[src/rtl/gps_pkg.sv]
// Shared GPS C/A types: code-period constants, correlator state/op encodings
// and the signed correction word exchanged with the code generator.
package gps_pkg;

  localparam int unsigned CHIPS_PER_EPOCH = 1023;
  localparam int unsigned CHIP_W          = $clog2(CHIPS_PER_EPOCH);

  typedef enum logic {IDLE, RUN} corr_state_t;

  typedef enum logic [2:0] {
    ACC_HOLD,
    ACC_CLEAR,
    ACC_START,
    ACC_ADD,
    ACC_DUMP
  } accum_op_t;

  typedef logic signed [31:0] code_corr_t;

endpackage

[src/rtl/ca_accum.sv]
// One correlation channel: maps a chip onto +/-sample, integrates it, and
// transfers the epoch sum to a held output register on dump.
module ca_accum
  import gps_pkg::*;
#(
  parameter int unsigned SAMPLE_W = 8,
  parameter int unsigned ACC_W    = 24
) (
  input  logic                       clk,
  input  logic                       rst,
  input  accum_op_t                  op,
  input  logic signed [SAMPLE_W-1:0] sample,
  input  logic                       chip,
  output logic signed [ACC_W-1:0]    acc
);

  logic signed [ACC_W-1:0] sum;
  logic signed [ACC_W-1:0] mapped_c;
  logic signed [ACC_W-1:0] next_c;

  // Chip 1 inverts the sample; sign extension happens before negation.
  assign mapped_c = chip ? -ACC_W'(sample) : ACC_W'(sample);
  assign next_c   = sum + mapped_c;

  always_ff @(posedge clk) begin
    if (rst) begin
      sum <= '0;
      acc <= '0;
    end else begin
      case (op)
        ACC_CLEAR: sum <= '0;
        ACC_START: sum <= mapped_c;
        ACC_ADD:   sum <= next_c;
        ACC_DUMP: begin
          acc <= next_c;
          sum <= '0;
        end
        default: ;
      endcase
    end
  end

endmodule

[src/rtl/ca_code_correlator.sv]
// E/P/L C/A-code correlator with epoch dump, early-minus-late DLL
// discriminator and punctual-power lock detector.
module ca_code_correlator
  import gps_pkg::*;
#(
  parameter int unsigned SAMPLE_W    = 8,
  parameter int unsigned ACC_W       = 24,
  parameter int unsigned GAIN_SHIFT  = 4,
  parameter int unsigned LOCK_THRESH = 2000,
  parameter int unsigned LOCK_COUNT  = 3
) (
  input  logic                       clk,
  input  logic                       rst,
  input  logic                       enable,
  input  logic                       sample_valid,
  input  logic signed [SAMPLE_W-1:0] sample_i,
  input  logic                       code_e,
  input  logic                       code_p,
  input  logic                       code_l,
  input  logic                       code_epoch,
  output logic                       dump_valid,
  output logic signed [ACC_W-1:0]    acc_e,
  output logic signed [ACC_W-1:0]    acc_p,
  output logic signed [ACC_W-1:0]    acc_l,
  output logic                       corr_valid,
  output code_corr_t                 correction,
  output logic                       lock,
  output logic                       epoch_err
);

  localparam int unsigned HIT_W = $clog2(LOCK_COUNT + 1);
  localparam logic [CHIP_W-1:0] LAST_CHIP = CHIP_W'(CHIPS_PER_EPOCH - 1);

  corr_state_t       state;
  logic [CHIP_W-1:0] chip_cnt;
  logic [HIT_W-1:0]  hit_cnt;
  accum_op_t         acc_op_c;

  logic [ACC_W-1:0]        abs_e_c, abs_p_c, abs_l_c;
  logic signed [ACC_W:0]   disc_c;
  logic signed [ACC_W:0]   disc_shift_c;

  // Magnitude with the most-negative code clamped to max positive.
  function automatic logic [ACC_W-1:0] sat_abs(input logic signed [ACC_W-1:0] x);
    if (x == {1'b1, {(ACC_W-1){1'b0}}}) return {1'b0, {(ACC_W-1){1'b1}}};
    else if (x < 0)                      return ACC_W'(-x);
    else                                 return ACC_W'(x);
  endfunction

  always_comb begin
    acc_op_c = ACC_HOLD;
    if (!enable) begin
      acc_op_c = ACC_CLEAR;
    end else if (sample_valid) begin
      case (state)
        IDLE: if (code_epoch) acc_op_c = ACC_START;
        RUN: begin
          if (code_epoch && chip_cnt != '0) acc_op_c = ACC_START;
          else if (chip_cnt == LAST_CHIP)  acc_op_c = ACC_DUMP;
          else                             acc_op_c = ACC_ADD;
        end
        default: acc_op_c = ACC_CLEAR;
      endcase
    end
  end

  ca_accum #(.SAMPLE_W(SAMPLE_W), .ACC_W(ACC_W)) u_acc_e (
    .clk(clk), .rst(rst), .op(acc_op_c), .sample(sample_i), .chip(code_e), .acc(acc_e)
  );
  ca_accum #(.SAMPLE_W(SAMPLE_W), .ACC_W(ACC_W)) u_acc_p (
    .clk(clk), .rst(rst), .op(acc_op_c), .sample(sample_i), .chip(code_p), .acc(acc_p)
  );
  ca_accum #(.SAMPLE_W(SAMPLE_W), .ACC_W(ACC_W)) u_acc_l (
    .clk(clk), .rst(rst), .op(acc_op_c), .sample(sample_i), .chip(code_l), .acc(acc_l)
  );

  // Discriminator operates on the held dump registers.
  assign abs_e_c      = sat_abs(acc_e);
  assign abs_p_c      = sat_abs(acc_p);
  assign abs_l_c      = sat_abs(acc_l);
  assign disc_c       = $signed({1'b0, abs_e_c}) - $signed({1'b0, abs_l_c});
  assign disc_shift_c = disc_c >>> GAIN_SHIFT;

  always_ff @(posedge clk) begin
    if (rst) begin
      state      <= IDLE;
      chip_cnt   <= '0;
      hit_cnt    <= '0;
      dump_valid <= 1'b0;
      corr_valid <= 1'b0;
      correction <= '0;
      lock       <= 1'b0;
      epoch_err  <= 1'b0;
    end else begin
      dump_valid <= 1'b0;
      corr_valid <= 1'b0;
      epoch_err  <= 1'b0;

      case (acc_op_c)
        ACC_CLEAR: begin
          state    <= IDLE;
          chip_cnt <= '0;
        end
        ACC_START: begin
          epoch_err <= (state == RUN);
          state     <= RUN;
          chip_cnt  <= CHIP_W'(1);
        end
        ACC_ADD:  chip_cnt <= chip_cnt + CHIP_W'(1);
        ACC_DUMP: begin
          chip_cnt   <= '0;
          dump_valid <= 1'b1;
        end
        default: ;
      endcase

      // Dump results already registered finish even if enable has dropped.
      if (dump_valid) begin
        corr_valid <= 1'b1;
        correction <= code_corr_t'(disc_shift_c);
        if (abs_p_c >= ACC_W'(LOCK_THRESH)) begin
          if (hit_cnt != HIT_W'(LOCK_COUNT)) hit_cnt <= hit_cnt + HIT_W'(1);
          lock <= (hit_cnt >= HIT_W'(LOCK_COUNT - 1));
        end else begin
          hit_cnt <= '0;
          lock    <= 1'b0;
        end
      end
    end
  end

endmodule
[config.mk]
export PLATFORM = sky130hd
export DESIGN_NAME = ca_code_correlator
export DESIGN_NICKNAME = d
export VERILOG_FILES = /design/src/rtl/gps_pkg.sv /design/src/rtl/ca_accum.sv /design/src/rtl/ca_code_correlator.sv
export SDC_FILE = /design/constraint.sdc
export NUM_CORES = 1
export LEC_CHECK = 0
export CAP_MARGIN = 5
export CELL_PAD_IN_SITES_DETAIL_PLACEMENT = 0
export CELL_PAD_IN_SITES_GLOBAL_PLACEMENT = 1
export CORE_MARGIN = 5
export CORE_UTILIZATION = 39
export CTS_CLUSTER_SIZE = 40
export DETAILED_ROUTE_END_ITERATION = 8
export GPL_ROUTABILITY_DRIVEN = 0
export PLACE_DENSITY_LB_ADDON = 0.1
export SYNTH_ARGS = -nofsm -noshare
export SYNTH_HDL_FRONTEND = slang
export SYNTH_SLANG_ARGS = --single-unit
[constraint.sdc]
create_clock -name clk -period 4.9 [get_ports clk]
set_clock_uncertainty 0.05 [all_clocks]
set_input_delay 0.98 -clock clk [delete_from_list [all_inputs] [get_ports clk]]
set_output_delay 0.98 -clock clk [all_outputs]
set_load 0.01 [all_outputs]
==> impl_metrics.tcl <==
set metrics [dict create \
    run_status "finished, final reports clean" \
    ys.flop_type "dfxtp_1" \
    wl_met1_um 21260 \
    setup_ws_ns 0.2825 \
    ys_types 78 \
    hold_viol_final 0 \
    h-tree-depth 4 \
    clock-root-buffer "clkbuf_16" \
    grt_max_degree 80 \
    hold_buffers 0 \
    min_period_ns 4.617 \
    via_per_inst 5.502 \
    worstMarginPinSlew_ns 0.9453 \
    leakage_uw 0.007474 \
    grt_use_total_pct 23.00 \
    drt_pass1_iterations 5 \
    seqPwrFrac_pct 37.2 \
    synth_seq_cells 182 \
    p_switching_uw 1373 \
    max-vdd-ir-drop_v 0.0002527 \
    power.density_mw_per_mm2 240.4 \
    path_clk_slew_ns 0.08 \
    coreArea_mm2 0.03437 \
    required_ns 5.19 \
    p_int_uw 2793 \
    rsz0062_at_grt "false" \
    syn_to_final_growth_pct 28.00 \
    critPathCaptureType "flop" \
    antenna_cells 0 \
    cts_tree "yes" \
    fmax_ghz 0.2166 \
    netlist.top_cell.by_area "dfxtp_1" \
    wl_met3_um 2218 \
    dp_slack_ns -0.6586 \
    hold_class "flop to flop" \
    fin_util_pct 50.42 \
    post-route-period-util_pct 94.23 \
    crit_type "flop to flop" \
    avgRoutedWirePerCell_um 17.97 \
    antenna_left 0 \
    cts_buffers 17 \
    routed_wl_um 45330 \
    die_h_um 196.3 \
    io_buffer_count 123 \
    dp_hpwl_um 34390 \
    drive_gt1_share_pct 14.85 \
    row_count 68 \
    power_frac_comb_pct 27.6 \
    slew_headroom_pct 36.98 \
    drt_iter0_markers 726 \
    clockPowerShare_pct 35.2 \
    syn_area_per_cell_um2 7.435 \
    synth_seq_area_share_pct 26.91 \
    ioPinCount 124 \
    finalSetupViolations 0 \
    synthCells 1821 \
    initial_utilization_pct 39.39 \
    final_net_count 2185 \
    antenna_found_initial 0 \
    synth-edff-count 0 \
    dieArea_mm2 0.03854 \
    synth_top_area_share_pct 26.91 \
    grt_pass1_vias 13270 \
    grt.overflow.total 0 \
    crit_fanout 17 \
    highest_layer "met4" \
    synth_nets 1952 \
    drv_slew 0 \
    drc 0 \
    cap_violations 0 \
    synth_area_leaders "dfxtp_1 (27%), ha_1 (10%), a21oi_1 (6.6%)" \
    cts.sinks 182 \
    grt_pass1_wl_um 72160 \
    syn_area_mm2 0.01354 \
    yosys_warnings 0 \
    die_x_um 196.3 \
    dr_total_vias 13880 \
    tns_ns 0 \
    async_flop_share_pct 0 \
    whs_ns 0.4012 \
    start_kind "flop" \
    clockBufferDepth 2 \
    clkLatencyLatePin_ns 0.46 \
    wl_met2_um 20820 \
    cp.arrival_ns 4.91 \
    p_sw_share_pct 32.95 \
]
[routing by layer]
metal	GRT usage, %	up-vias
met3	3.778	58
met4	6.465	0
met5	0	-
li1	-	6979
met1	31.20	6525
met2	37.92	314
[worst max-delay path, cell delays in order (launching register included)]
cell and delay [ns]:
dfxtp_1 0.38, or4b_2 0.77, or3b_2 0.50, nor4_2 0.22, buf_4 0.28, nor2_1 0.11
ha_1 0.34, a21o_1 0.19, a21oi_1 0.16, o21bai_1 0.10, a21oi_1 0.20, a21oi_1 0.10
o21bai_1 0.25, o21ai_2 0.29, nor2_1 0.11, mux2i_1 0.13, a311o_1 0.32
[Yosys cell counts, types with 24 or more instances]
cell	number
clkbuf_1	92
nand3_1	38
a21oi_1	179
xnor2_1	80
o21ai_0	85
ha_1	112
a21o_1	59
nor2_1	222
nor3_1	79
dfxtp_1	182
nand2_1	229
inv_1	54
a211oi_1	24
xor2_1	40
[what timing repair did]
action | 4_1_cts | 5_1_grt
setup buffers | 2 | 6
gates resized for setup | 7 | 54
setup endpoints to repair | 11 | 42
pin swaps | 5 | 36
[layout by cell type, fill, tap and decap left out, drive strengths merged, types with 14 or more instances in the layout]
master         synthesis  final
nor4                  16     16
a221oi                16     16
a21o                  59     59
nand2                229    229
o21a                  18     18
nor2                 222    222
o211ai                14     14
xnor2                 80     80
clkbuf                92     19
clkdlybuf4s50          0    119
buf                   16    200
xor2                  40     40
a211oi                24     24
inv                   54     62
a31oi                 15     15
nor3                  79     79
ha                   112    112
o21ai                 88     88
or3                   17     17
o31ai                 18     18
nand3                 38     38
nand4                 22     22
dfxtp                182    182
a21oi                180    180
[logic make-up after synthesis]
logic type / after synthesis / share of synthesized area [%]
simple gates: 704 / 23.71
compound gates: 519 / 24.72
flops: 182 / 26.91
buf+inv: 165 / 4.889
xor+xnor: 120 / 7.763
fa+ha+maj: 115 / 10.79
mux: 16 / 1.211
[power by group through the flow]
stage / sequential (uW) / combinational, uW / clock, uW
after floorplan: 1580 / 663 / 0
after global placement: 1580 / 1080 / 0
after detailed placement: 1580 / 1090 / 0
after CTS: 1550 / 1100 / 1500
after global routing: 1560 / 1270 / 1560
final: 1550 / 1150 / 1460
[through the flow]
step | cells | power (uW) | area [um^2]
floorplan | 1821 | 2239 | 13550
global placement | 2482 | 2665 | 16390
detailed placement | 2482 | 2673 | 16390
CTS | 2516 | 4155 | 17040
global route | 2522 | 4378 | 17330
finish | 2522 | 4165 | 17330
[sequential cells by signal (all words and copies together) (netlist names)]
| name | count |
|---|---|
| epoch_err | 1 |
| chip_cnt | 10 |
| u_acc_l.sum | 24 |
| u_acc_l.acc | 24 |
| correction | 21 |
| state | 1 |
| u_acc_e.acc | 24 |
| u_acc_p.sum | 24 |
| hit_cnt | 2 |
| corr_valid | 1 |
| u_acc_p.acc | 24 |
| u_acc_e.sum | 24 |
| lock | 1 |
| dump_valid | 1 |
[worst paths after layout]
path | start | slack [ns] | cells after the start | end
worst min register to register | correction[13]$_SDFFE_PP0P_ | 0.40 | 2 | correction[13]$_SDFFE_PP0P_
worst max-delay path | u_acc_l.acc[20]$_SDFFE_PP0P_ | 0.28 | 16 | correction[19]$_SDFFE_PP0P_
worst max register to register | u_acc_l.acc[20]$_SDFFE_PP0P_ | 0.28 | 16 | correction[19]$_SDFFE_PP0P_
worst min-delay path | correction[13]$_SDFFE_PP0P_ | 0.40 | 2 | correction[13]$_SDFFE_PP0P_
[layout make-up]
| cell class | count | area, um^2 |
|---|---|---|
| clock buffers | 19 | 452.9 |
| clock inverters | 13 | 156.4 |
| inverters | 57 | 214.0 |
| repair buffers | 322 | 2759 |
| fillers | 3451 | 17040 |
| flip-flops and latches | 182 | 3643 |
| multi-input cells | 1474 | 9535 |
| well taps | 455 | 569.3 |
No activity file was read; power rests on OpenSTA's default activity.
